--- config.mk ---
export PLATFORM = sky130hd
export DESIGN_NAME = udp_pkt_builder
export DESIGN_NICKNAME = d
export VERILOG_FILES = /design/src/rtl/udp_pkg.sv /design/src/rtl/ip_csum16.sv /design/src/rtl/udp_pkt_builder.sv
export SDC_FILE = /design/constraint.sdc
export NUM_CORES = 1
export LEC_CHECK = 0
export CAP_MARGIN = 15
export CORE_MARGIN = 2
export CORE_UTILIZATION = 55
export CTS_CLUSTER_DIAMETER = 60
export CTS_CLUSTER_SIZE = 20
export DETAILED_ROUTE_END_ITERATION = 10
export PLACE_DENSITY = 0.76
export SYNTH_ARGS = -nofsm -noshare
export SYNTH_HDL_FRONTEND = slang
export SYNTH_SLANG_ARGS = --single-unit
--- constraint.sdc ---
create_clock -name clk -period 5.45 [get_ports clk]
set_input_delay 1.3625 -clock clk [delete_from_list [all_inputs] [get_ports clk]]
set_output_delay 1.3625 -clock clk [all_outputs]
set_load 0.03 [all_outputs]
--- src/rtl/udp_pkg.sv ---
// udp_pkg: constants and types shared by the UDP transmit path
// (frame builder, sequencer and TX MAC).
package udp_pkg;

   localparam logic [15:0] C_ETHERTYPE_IPV4 = 16'h0800;
   localparam logic [7:0]  C_IP_PROTO_UDP   = 8'd17;

   localparam int C_ETH_HDR_LEN   = 14;
   localparam int C_IP_HDR_LEN    = 20;
   localparam int C_UDP_HDR_LEN   = 8;
   localparam int C_MIN_FRAME_LEN = 60;

   localparam logic [47:0] C_DEF_DST_MAC  = 48'hFFFF_FFFF_FFFF;
   localparam logic [47:0] C_DEF_SRC_MAC  = 48'h0200_0000_0001;
   localparam logic [31:0] C_DEF_SRC_IP   = 32'hC0A8_010A;
   localparam logic [31:0] C_DEF_DST_IP   = 32'hC0A8_0164;
   localparam logic [15:0] C_DEF_SRC_PORT = 16'd5000;
   localparam logic [15:0] C_DEF_DST_PORT = 16'd5001;
   localparam logic [7:0]  C_DEF_TTL      = 8'd64;

   typedef enum logic [2:0] {
      S_IDLE,
      S_CSUM,
      S_HDR,
      S_PAYLOAD,
      S_PAD,
      S_DONE
   } build_state_t;

endpackage

--- src/rtl/ip_csum16.sv ---
// ip_csum16: serial ones-complement sum of 16-bit words.
// Result is folded and inverted, valid the cycle after the last word.
module ip_csum16 (
   input  logic        clk,
   input  logic        nrst,
   input  logic        i_clr,
   input  logic        i_acc,
   input  logic [15:0] i_word,
   output logic [15:0] o_csum
);

   logic [19:0] r_sum;
   logic [16:0] w_f1;
   logic [15:0] w_f2;

   always_ff @(posedge clk or negedge nrst) begin
      if (!nrst) begin
         r_sum <= '0;
      end else if (i_clr) begin
         r_sum <= '0;
      end else if (i_acc) begin
         r_sum <= r_sum + 20'(i_word);
      end
   end

   // Two folds suffice: ten words never exceed 20 bits.
   assign w_f1   = 17'(r_sum[15:0]) + 17'(r_sum[19:16]);
   assign w_f2   = w_f1[15:0] + 16'(w_f1[16]);
   assign o_csum = ~w_f2;

endmodule

--- src/rtl/udp_pkt_builder.sv ---
// udp_pkt_builder: writes one Ethernet II / IPv4 / UDP frame (no FCS)
// into the TX frame buffer per start pulse.
module udp_pkt_builder
   import udp_pkg::*;
#(
   parameter logic [47:0] P_DST_MAC  = C_DEF_DST_MAC,
   parameter logic [47:0] P_SRC_MAC  = C_DEF_SRC_MAC,
   parameter logic [31:0] P_SRC_IP   = C_DEF_SRC_IP,
   parameter logic [31:0] P_DST_IP   = C_DEF_DST_IP,
   parameter logic [15:0] P_SRC_PORT = C_DEF_SRC_PORT,
   parameter logic [15:0] P_DST_PORT = C_DEF_DST_PORT,
   parameter logic [7:0]  P_TTL      = C_DEF_TTL,
   parameter logic [7:0]  P_PL_LEN   = 8'd16
) (
   input  logic        clk,
   input  logic        nrst,
   input  logic        i_pkt_start,
   output logic        o_pkt_end,
   output logic        o_busy,
   output logic [7:0]  o_pl_addr,
   input  logic [7:0]  i_pl_data,
   output logic        o_wr_en,
   output logic [10:0] o_wr_addr,
   output logic [7:0]  o_wr_data,
   output logic [10:0] o_pkt_len
);

   localparam int C_HDR = C_ETH_HDR_LEN + C_IP_HDR_LEN + C_UDP_HDR_LEN;
   localparam int C_END = C_HDR + int'(P_PL_LEN);
   localparam int C_LEN = (C_END < C_MIN_FRAME_LEN) ? C_MIN_FRAME_LEN : C_END;
   localparam logic [15:0] C_IP_TLEN =
      16'(C_IP_HDR_LEN + C_UDP_HDR_LEN + int'(P_PL_LEN));
   localparam logic [15:0] C_UDP_LEN = 16'(C_UDP_HDR_LEN + int'(P_PL_LEN));
   localparam build_state_t C_PL_NEXT =
      (C_END < C_MIN_FRAME_LEN) ? S_PAD : S_DONE;

   build_state_t r_st;
   logic [5:0]   r_cnt;
   logic [7:0]   r_pcnt;
   logic [15:0]  r_id;
   logic [15:0]  r_id_lat;

   logic         w_clr;
   logic         w_acc;
   logic [15:0]  w_word;
   logic [15:0]  w_csum;
   logic [159:0] w_ipw;
   logic [335:0] w_hdr;
   logic [5:0]   w_hsel;
   logic [7:0]   w_hbyte;

   assign w_ipw = {8'h45, 8'h00, C_IP_TLEN, r_id_lat, 16'h4000,
                   P_TTL, C_IP_PROTO_UDP, 16'h0000, P_SRC_IP, P_DST_IP};

   assign w_hdr = {P_DST_MAC, P_SRC_MAC, C_ETHERTYPE_IPV4,
                   8'h45, 8'h00, C_IP_TLEN, r_id_lat, 16'h4000,
                   P_TTL, C_IP_PROTO_UDP, w_csum, P_SRC_IP, P_DST_IP,
                   P_SRC_PORT, P_DST_PORT, C_UDP_LEN, 16'h0000};

   assign w_clr  = (r_st == S_IDLE) && i_pkt_start && !o_pkt_end;
   assign w_acc  = (r_st == S_CSUM);
   assign w_hsel = (r_st == S_HDR) ? r_cnt + 6'd1 : 6'd0;

   always_comb begin
      w_word = '0;
      for (int i = 0; i < 10; i++) begin
         if (r_cnt[3:0] == 4'(i)) w_word = w_ipw[16*(9-i) +: 16];
      end
   end

   always_comb begin
      w_hbyte = '0;
      for (int i = 0; i < C_HDR; i++) begin
         if (w_hsel == 6'(i)) w_hbyte = w_hdr[8*(C_HDR-1-i) +: 8];
      end
   end

   ip_csum16 u_csum (
      .clk    (clk),
      .nrst   (nrst),
      .i_clr  (w_clr),
      .i_acc  (w_acc),
      .i_word (w_word),
      .o_csum (w_csum)
   );

   // Payload address runs one cycle ahead so the buffer's read
   // latency is hidden and the byte can be written from a register.
   always_ff @(posedge clk or negedge nrst) begin
      if (!nrst) begin
         r_st      <= S_IDLE;
         r_cnt     <= '0;
         r_pcnt    <= '0;
         r_id      <= '0;
         r_id_lat  <= '0;
         o_pkt_end <= 1'b0;
         o_busy    <= 1'b0;
         o_pl_addr <= '0;
         o_wr_en   <= 1'b0;
         o_wr_addr <= '0;
         o_wr_data <= '0;
         o_pkt_len <= '0;
      end else begin
         o_pkt_end <= 1'b0;
         o_wr_en   <= 1'b0;
         unique case (r_st)
            S_IDLE: begin
               if (w_clr) begin
                  r_st     <= S_CSUM;
                  r_cnt    <= '0;
                  r_id_lat <= r_id;
                  o_busy   <= 1'b1;
               end
            end
            S_CSUM: begin
               if (r_cnt == 6'd9) begin
                  r_st      <= S_HDR;
                  r_cnt     <= '0;
                  o_wr_en   <= 1'b1;
                  o_wr_addr <= '0;
                  o_wr_data <= w_hbyte;
               end else begin
                  r_cnt <= r_cnt + 6'd1;
               end
            end
            S_HDR: begin
               if (r_cnt == 6'(C_HDR - 2)) o_pl_addr <= '0;
               if (r_cnt == 6'(C_HDR - 1)) begin
                  r_st      <= S_PAYLOAD;
                  r_pcnt    <= '0;
                  o_pl_addr <= (P_PL_LEN > 8'd1) ? 8'd1 : 8'd0;
               end else begin
                  r_cnt     <= r_cnt + 6'd1;
                  o_wr_en   <= 1'b1;
                  o_wr_addr <= o_wr_addr + 11'd1;
                  o_wr_data <= w_hbyte;
               end
            end
            S_PAYLOAD: begin
               o_wr_en   <= 1'b1;
               o_wr_addr <= 11'(C_HDR) + 11'(r_pcnt);
               o_wr_data <= i_pl_data;
               if (9'(r_pcnt) + 9'd2 < 9'(P_PL_LEN))
                  o_pl_addr <= r_pcnt + 8'd2;
               if (r_pcnt == P_PL_LEN - 8'd1) r_st <= C_PL_NEXT;
               else r_pcnt <= r_pcnt + 8'd1;
            end
            S_PAD: begin
               o_wr_en   <= 1'b1;
               o_wr_addr <= o_wr_addr + 11'd1;
               o_wr_data <= 8'h00;
               if (o_wr_addr == 11'(C_LEN - 2)) r_st <= S_DONE;
            end
            S_DONE: begin
               r_st      <= S_IDLE;
               o_pkt_end <= 1'b1;
               o_busy    <= 1'b0;
               o_pkt_len <= 11'(C_LEN);
               r_id      <= r_id + 16'd1;
            end
            default: r_st <= S_IDLE;
         endcase
      end
   end

endmodule

==> metrics.yaml <==
status: "completed"
path_common_cell: "o21ai_0"
dp_hpwl_mm: 14.9
multiInputGateArea_um2: 4720
final_util_pct: 62.6
route.vias.total: 6856
max_stage_delay_ps: 890
maxSlewViolCount: 0
postCtsResizedCells: 0
wl_per_cell_um: 18.3
skew_ps: 10.5
n_fill_cell: 1174
drt_pass1_iterations: 5
tightest_slew_ps: 1110
crit_arrival_ps: 4440
postPlaceCellArea_um2: 8050
drive_above_1_share_pct: 7.42
ios: 52
regArea_um2: 2500
root_buffer: "clkbuf_16"
synth_edf_count: 0
antenna_found_initial: 0
cts_buffers: 9
critPathTopFamily: "compound AO/OA/AOI/OAI gates"
syn_inst: 906
rsz0062_at_grt: "no"
seqPwrFrac_pct: 30.5
min_period_over_period_pct: 77.1
first_global_vias: 6366
overflow: 0
critPathKind: "flip-flop to flip-flop"
final_area_um2: 8390
syn_to_final_growth_pct: 10.1
ys_ff_latch: 100
cts_max_path_buffers: 2
p_per_area_nw_per_um2: 438
clk_pin_slew_worst_paths_ps: 70
finalWeightedCongestion: 0.999
synth_area_leaders: "dfrtp_1 (33%), nand2_1 (5.1%), ha_1 (5.1%)"
viasPerCell: 6.28
grt_first_pass_wirelength_mm: 33.0
drv_cap: 0
ant_nets: 0
die_y_um: 122
postCtsSetupBuffers: 0
core_area_um2: 13400
switching_share_pct: 45.3
clk_latency_ps: 360
slowest_stage: "dfrtp_1"
fmax_mhz: 238
hp-class: "flip-flop to flip-flop"
die_x_um: 122
path_max_fanout: 26
io_buffers: 44
start_kind: "flip-flop"
p_clk_share_pct: 19.5
critPathRequiredTime_ps: 5690
p_sw_w: 0.00167
initial_core_util_pct: 56.8
grt_max_degree: 66
fin_nets: 955
cts_sinks: 100
end_kind: "flip-flop"
power.combinational.fraction_pct: 50.0
cts_hold_buf: 0
drc_errors: 0
p_int_w: 0.00201
min_period_ps: 4200
ir_worst_vdd_uv: 236
grt_usage_pct: 28.2
synth.top_cell.area_share_pct: 32.9
crit_path_cell_trace: "nor2_1 -> a22oi_1 -> o21ai_0 -> nand2_1 -> o221ai_1 -> ha_1 -> and2_1 -> a31oi_1 -> o2bb2ai_1 -> o21ai_0 -> o21bai_1 -> o21ai_0 -> nand3_1 -> mux2_2"
synth.avg_cell_area_um2: 8.41
ys_types: 86
fp-row-count: 42
synth.cell_area_um2: 7620
drt_iter0_drc: 639
max_slew_margin_pct: 26.1
synth_largest_area_cell: "dfrtp_1"
cts_tree: "done"
fin_setup_tns_ps: 0
h-tree-depth: 3
async_flop_share_pct: 100
final_hold_viol_count: 0
finalWirelength_mm: 20.0
finalSetupViolCount: 0
yosys_warnings: 0
p_leak_nw: 3.55
antennaDiodeCount: 0
seq_area_frac_synth_pct: 32.9
path_buf_inv: 0
synthFlopType: "dfrtp_1"
die_area_um2: 14800
==> power groups by stage <==
stage	clock network [W]	logic (W)	registers, W
4_1_cts	0.000724	0.00182	0.00111
6_report	0.000715	0.00184	0.00112
2_1_floorplan	0	0.00133	0.00111
3_3_place_gp	0	0.00180	0.00112
3_5_place_dp	0	0.00181	0.00113
5_1_grt	0.000755	0.00202	0.00114
==> worst reg2reg max path, delay by kind of cell, from the launching register on <==
kind / cells / cell delay (ps)
fa+ha+maj: 1 / 380
flops: 1 / 890
simple gates: 4 / 650
mux: 1 / 340
compound gates: 8 / 1830
==> routing by layer <==
layer / up-vias / part of all wire (%) / global-route usage (%)
li1: 3284 / - / -
met1: 3293 / 47 / 42.4
met2: 251 / 44 / 42.4
met3: 28 / 7.2 / 4.87
met4: 0 / 1.5 / 6.90
met5: - / 0 / 0
==> area by class of cell <==
cell class                 count  share of cell area, %
timing repair buffer          52                   5.94
inverter                      30                   1.37
clock inverter                 5                  0.970
sequential                   100                   29.8
tap                          176                   2.63
multi-input combinational    718                   56.2
clock buffer                  11                   3.01
==> synthesized netlist by cell type, types with 7 or more instances <==
cell type / n
nand3_1: 37
nand2b_1: 14
clkbuf_1: 37
mux2i_1: 7
nand2_1: 104
nand4_1: 9
nor4_1: 9
o21bai_1: 7
xor2_1: 23
o21ai_0: 61
nor2_1: 66
a21o_1: 9
and2_1: 11
a31oi_1: 15
o31ai_1: 8
nor3_1: 13
nor2b_1: 15
a211oi_1: 9
ha_1: 31
mux2_2: 18
buf_2: 11
a21oi_1: 46
dfrtp_1: 100
a211o_1: 7
and3_1: 17
buf_4: 11
xnor2_1: 41
a22oi_1: 8
inv_1: 26
o22ai_1: 16
==> per-stage QoR <==
step	hold slack, ps	total power (W)	instances	setup WS (ps)
finish	477	0.00367	1092	1250
global route	516	0.00392	1092	951
CTS	479	0.00365	1092	1330
detailed placement	469	0.00293	1076	1360
global placement	457	0.00291	1076	1480
floorplan	440	0.00244	912	1880
==> cells by family (layout without fill, tap and decap cells) <==
kind of cell,Yosys count,in the layout,share of synthesized area (%)
muxes,25,25,3.58
DFF,100,100,32.9
AOI/OAI and AO/OA,264,264,23.6
other,1,7,0.0492
buffers and inverters,94,98,5.59
adders and majority gates,33,33,5.62
and+or+nand+nor,322,322,20.7
xor gates and xnor gates,67,67,8.00
==> state kept, by name (all words and copies together), names as in the netlist <==
register      flops
o_busy            1
o_pkt_end         1
o_pkt_len         1
o_pl_addr         8
o_wr_addr        11
o_wr_data         8
o_wr_en           1
r_cnt             6
r_id             16
r_id_lat         16
r_pcnt            8
r_st              3
u_csum.r_sum     20
==> path summary, 6_finish.rpt <==
check	end	slack [ps]	depth (start not counted)	from
min in group asynchronous	o_wr_addr[5]	1070	1	nrst
worst max register to register	u_csum.r_sum[19]	1250	14	r_cnt[3]
worst max-delay path	u_csum.r_sum[19]	1250	14	r_cnt[3]
worst min register to register	r_id[15]	480	1	r_id[15]
max in group asynchronous	u_csum.r_sum[19]	3370	2	nrst
worst min-delay path	r_id[15]	480	1	r_id[15]
==> layout by cell type, fill, tap and decap left out, types with 11 or more instances in the layout <==
master           instances
nand2_1                104
dfrtp_1                100
nor2_1                  66
o21ai_0                 61
a21oi_1                 46
clkdlybuf4s50_1         43
xnor2_1                 41
nand3_1                 37
ha_1                    31
inv_1                   26
xor2_1                  23
mux2_2                  18
and3_1                  17
o22ai_1                 16
nor2b_1                 15
a31oi_1                 15
nand2b_1                14
nor3_1                  13
and2_1                  11
No activity file was read; power rests on OpenSTA's default activity.
